**src/rtl/register_file.sv**
```systemverilog
// register_file: MIPS general-purpose register file, 32 x 32-bit by default.
// Two combinational read ports, one synchronous write port, $0 hardwired to zero,
// plus a committed-write counter for debug/trace.
// Optional feature macro: REGFILE_BYPASS_EN (same-cycle write-to-read forwarding).
module register_file #(
  parameter int DATA_WIDTH = 32,
  parameter int ADDR_WIDTH = 5,
  parameter int CNT_WIDTH  = 16
) (
  input  logic                  clk,
  input  logic                  rst_n,
  input  logic                  RegWrite,
  input  logic [ADDR_WIDTH-1:0] ReadReg1,
  input  logic [ADDR_WIDTH-1:0] ReadReg2,
  input  logic [ADDR_WIDTH-1:0] WriteReg,
  input  logic [DATA_WIDTH-1:0] WriteData,
  output logic [DATA_WIDTH-1:0] ReadData1,
  output logic [DATA_WIDTH-1:0] ReadData2,
  output logic [CNT_WIDTH-1:0]  write_count
);

  localparam int DEPTH = 2 ** ADDR_WIDTH;
  localparam logic [CNT_WIDTH-1:0] CNT_ONE = {{(CNT_WIDTH-1){1'b0}}, 1'b1};

  logic [DATA_WIDTH-1:0] regs [DEPTH];
  logic [CNT_WIDTH-1:0]  count;
  logic                  write_en;

  // A write only commits when enabled and not aimed at the hardwired-zero register;
  // an unknown index evaluates to unknown here, so no entry gets written in simulation.
  assign write_en = RegWrite && (WriteReg != '0);

  // Storage and counter: cleared asynchronously, updated once per committed write.
  always_ff @(posedge clk or negedge rst_n) begin
    if (!rst_n) begin
      for (int i = 0; i < DEPTH; i++) begin
        regs[i] <= '0;
      end
      count <= '0;
    end else if (write_en) begin
      regs[WriteReg] <= WriteData;
      count          <= count + CNT_ONE;
    end
  end

  // Read port 1: index 0 always reads zero; optional forwarding of the in-flight write.
  always_comb begin
    ReadData1 = regs[ReadReg1];
    if (ReadReg1 == '0) begin
      ReadData1 = '0;
    end
`ifdef REGFILE_BYPASS_EN
    else if (write_en && (WriteReg == ReadReg1)) begin
      ReadData1 = WriteData;
    end
`endif
  end

  // Read port 2: same rules as port 1 so identical indices always give identical data.
  always_comb begin
    ReadData2 = regs[ReadReg2];
    if (ReadReg2 == '0) begin
      ReadData2 = '0;
    end
`ifdef REGFILE_BYPASS_EN
    else if (write_en && (WriteReg == ReadReg2)) begin
      ReadData2 = WriteData;
    end
`endif
  end

  assign write_count = count;

endmodule
```
**config.mk**
```make
export PLATFORM = sky130hd
export DESIGN_NAME = register_file
export DESIGN_NICKNAME = d
export VERILOG_FILES = /design/src/rtl/register_file.sv
export SDC_FILE = /design/constraint.sdc
export NUM_CORES = 2
export LEC_CHECK = 0
export ABC_AREA = 1
export BUFFER_PORTS_ARGS = -buffer_cell sky130_fd_sc_hd__buf_2
export CAP_MARGIN = 20
export CORE_ASPECT_RATIO = 0.9
export CORE_UTILIZATION = 28
export DETAILED_ROUTE_END_ITERATION = 8
export GPL_ROUTABILITY_DRIVEN = 0
export HOLD_SLACK_MARGIN = 0.15
export PLACE_DENSITY = 0.51
export SLEW_MARGIN = 20
export SYNTH_ARGS = -nofsm -noshare
export SYNTH_HDL_FRONTEND = slang
export SYNTH_SLANG_ARGS = --single-unit
```
**constraint.sdc**
```tcl
create_clock -name clk -period 6 [get_ports clk]
set_input_delay 1.2 -clock clk [delete_from_list [all_inputs] [get_ports clk]]
set_output_delay 1.2 -clock clk [all_outputs]
set_load 0.03 [all_outputs]
```
### Word-level counts from Yosys, hierarchy flattened

Cells that the tools add are included.

* bits in registers: 1040
* output and inout bits: 80

* add/subtract/negate cells: 1
* $lt $le $gt $ge: 4
* multiplexer cells: 11
* bitwise gates (word level): 3
* reduce and logical (&&, ||, !) cells: 5

Operator list (count)
* bitwise mux 1024 bit: 1
* binary-select mux 32 bit (select 5 bit): 2
* two-way mux 32 bit: 7
* demux 32 bit (select 5 bit): 1
* >= comparator 6 bit, second input constant: 3
* NOT 5 -> 6 bit: 3
* adder 16 x 1 -> 16 bit, second input constant: 1
* zero test 5 bit: 2
* less-than comparator 6 x 1 -> 1 bit, second input constant: 1
* nonzero test 5 bit: 1
* logical AND 1 bit: 2

### Depth between registers and ports, before layout

* word-level depth: 6
* mapped depth: 12
* mapped depth without buffers: 10

### Least setup slack after synthesis

Ideal clock, no wire load.

* kind: input to output
* from: input port ReadReg1[0]
* to: output port ReadData1[23]
* data arrival time: 2801 ps
* path slack: 1999 ps
* cell stages on the path: 12
* buffers on the path: 3
* cells stage by stage: buf_2 inv_2 clkbuf_1 clkbuf_1 nand2_1 nand3_1 nand3_1 nand2_1 nand2_1 nand3_1 nand2_1 nor2_1

* cells in the longest elaborated chain, start to end: 5
* elaborated cells between the ends (all ways): 6
* those cells by class: mux (4); bitwise (1); reduce/logical (1)

RTL lines
* from (decl): RTL line 13 `input logic [ADDR_WIDTH-1:0] ReadReg1,`
* NOT 5 -> 6 bit (not written as such): RTL line 48 `ReadData1 = regs[ReadReg1];`
* binary-select mux 32 bit (select 5 bit): RTL line 48
* two-way mux 32 bit (not written as such) (2 in a row): RTL line 48
* two-way mux 32 bit (*): RTL line 49 `if (ReadReg1 == '0) begin`
* to (decl): RTL line 17 `output logic [DATA_WIDTH-1:0] ReadData1,`

Mark *: on every way between the ends. The rest lies on a longest branch, timed or not. The select of a mux whose other input is x is not followed.

### Final worst setup path

* from: input port ReadReg2[1]
* to: output port ReadData2[23]

* cells in the longest elaborated chain, start to end: 5
* elaborated cells between the ends (all ways): 6
* those cells by class: mux (4); bitwise (1); reduce/logical (1)

RTL lines
* from (decl): RTL line 14 `input logic [ADDR_WIDTH-1:0] ReadReg2,`
* NOT 5 -> 6 bit (not written as such): RTL line 61 `ReadData2 = regs[ReadReg2];`
* binary-select mux 32 bit (select 5 bit): RTL line 61
* two-way mux 32 bit (not written as such) (2 in a row): RTL line 61
* two-way mux 32 bit (*): RTL line 62 `if (ReadReg2 == '0) begin`
* to (decl): RTL line 18 `output logic [DATA_WIDTH-1:0] ReadData2,`

Marks and branches as above.

==> flow_summary.toml <==
[status]
status = "finished clean"

[placed_design]
place_hpwl_mm = 130
port_buffers = 129

[pwr]
p_per_area_nw_per_um2 = 339
power.leakage_nw = 29.7
total_power_mw = 21.8
ir_drop_v = 0.000253

[clock_tree]
post_cts.repair.setup_buffers = 0
cts_sinks = 1040
hold_buffers = 0
htreeDepth = 3
clkSlewWorstSetupHoldPaths_ns = 0.06
cts_tree = "yes"
post_cts_resized = 0
insertion_delay_ns = 0.76
cts_root_buf = "clkbuf_16"
numCtsBuffers = 117
cts_max_path_buffers = 3

[sta]
fin_tns_setup_ns = 0
slew_headroom = 0.174
setup_viol = 0
finClkSkew_ns = 0.00325
rsz0062_at_grt = "no"
worst_slew_pin_slew_ns = 1.24
timing.fmax_mhz = 198
min_period_ns = 5.04
final_hold_viol_count = 0
period_share = 0.840
drv_slew = 0

[floorplan]
die_w_um = 480
rows = 157
die_height_um = 432
dieArea_um2 = 207000
initial_core_util = 0.282
io_pins = 130
core_area_um2 = 204000

[routing]
firstDrtPassIters = 6
vias_per_cell = 5.29
drt_iter0_drc = 6587
vias = 57400
wirelength_mm = 242
drtAntennaViolNets = 0
avgRoutedWirePerCell_um = 22.3
drc = 0

[setup_path]
cp_max_fo = 85
cpMaxStageDelayCell = "inv_8"
critPathKind = "in -> out"
worstPathArrival_ns = 3.84
slowest_delay_ns = 0.64
crit_required_ns = 4.80
path_cells = "buf_8 -> inv_8 -> buf_4 -> a21oi_1 -> o21ai_0 -> nand3_1 -> a21oi_1 -> nor2_1 -> nor2_1 -> buf_2"
end_kind = "output port"
cp-start-kind = "input port"

[global_routing]
grt.total_usage = 0.229
grt_overflow_total = 0
grt_max_degree = 167
grt_pass1_wl_mm = 360
grt_pass1_vias = 54400
antenna_found_initial = 7

[job]
cap_violations = 0

[synth]
yosys.area_share.simple = 0.376
synth_top_family_by_area = "simple AND/OR/NAND/NOR gates"
synth_mux_area_frac = 0
synthDistinctLibCells = 29
seq_area_frac_synth = 0.453
synth_compound_area_frac = 0.109
synth_fa_ha_area_frac = 0.000218
synth_xor_area_frac = 0.00198
synth_nets = 8468
yosysWarnings = 0
synth-seq-cells = 1040
syn_avg_cell_area_um2 = 6.83
synthCells = 8417
mappedNetlistArea_um2 = 57500

[finish]
final_nets = 8103
final_cell_mix = "nand2_1, nand3_1, dfrtp_1"
syn_to_final_growth_pct = 12.0
drive_gt1_frac = 0.0632
mostFrequentLayoutCell = "nand2_1"

[worst_hold_path]
hp-class = "reg -> reg"
## path summary, 6_finish.rpt
check | startpoint | to | slack, ns | depth (start not counted)
min in group asynchronous | rst_n | regs[794] | 0.49 | 1
worst max-delay path | ReadReg2[1] | ReadData2[23] | 0.96 | 10
worst max register to register | write_count[0] | write_count[14] | 4.42 | 8
worst min-delay path | regs[1014] | regs[1014] | 0.40 | 0
max in group asynchronous | rst_n | regs[174] | 3.92 | 2
worst min register to register | regs[1014] | regs[1014] | 0.40 | 0
## synth_stat cells (all sizes together)
| master | count | area [um^2] |
|---|---|---|
| xor2 | 8 | 70.1 |
| xnor2 | 5 | 43.8 |
| nand3b | 1 | 7.51 |
| nand3 | 1380 | 6920 |
| nand2 | 3081 | 11600 |
| clkbuf | 517 | 1940 |
| nor3 | 12 | 70.1 |
| o211ai | 13 | 97.6 |
| nand4 | 5 | 31.3 |
| inv | 106 | 398 |
| o21ai | 674 | 3370 |
| buf | 243 | 1130 |
| ha | 1 | 12.5 |
| nor2 | 771 | 3010 |
| dfrtp | 1040 | 26000 |
| a21oi | 558 | 2790 |
| clkinv | 2 | 7.51 |
## area by class of cell
type,instances,area [um^2]
Timing Repair Buffer,276,2380
Tap cell,2703,3380
Antenna cell,1,2.50
Clock buffer,180,3500
Inverter,108,450
Sequential cell,1040,26000
Clock inverter,38,484
Fill cell,22000,139000
Multi-Input combinational cell,6509,28200
## through the flow
step	hold slack [ns]	setup WS [ns]	utilization	area (um^2)	instances
2_1_floorplan	0.451	2.00	-	57500	8417
3_3_place_gp	0.386	1.00	0.297	60400	10600
3_5_place_dp	0.390	1.04	0.297	60400	10600
4_1_cts	0.404	1.03	0.316	64400	10900
5_1_grt	0.410	0.842	0.316	64400	10900
6_report	0.401	0.958	0.316	64400	10900
## critical path, delay by kind of cell
kind	cells	cell delay, ns
buffers and inverters	4	1.55
and+or+nand+nor	3	0.70
AOI/OAI and AO/OA	3	0.31
## state kept, by name, indices dropped and copies added (netlist names)
register	flops
regs	1024
write_count	16
## cell families after synthesis
group,after synthesis
AOI/OAI and AO/OA,1245
xor gates and xnor gates,13
adders and majority gates,1
buffers and inverters,868
DFF,1040
and+or+nand+nor,5250
## metal layers
| layer | global-route usage | vias to the layer above | part of all wire |
|---|---|---|---|
| met3 | 0.0341 | 444 | 0.079 |
| met1 | 0.313 | 27700 | 0.43 |
| met4 | 0.0785 | 2 | 0.035 |
| met2 | 0.369 | 2651 | 0.45 |
| met5 | 0 | - | 0.000033 |
| li1 | - | 26600 | - |
## where the power goes
group          total, mW  switching, mW  internal (mW)
registers           9.66           1.18           8.48
logic               4.54           2.89           1.65
clock network       7.62           3.20           4.42
total               21.8           7.28           14.5
(Power assumes the default switching activity.)
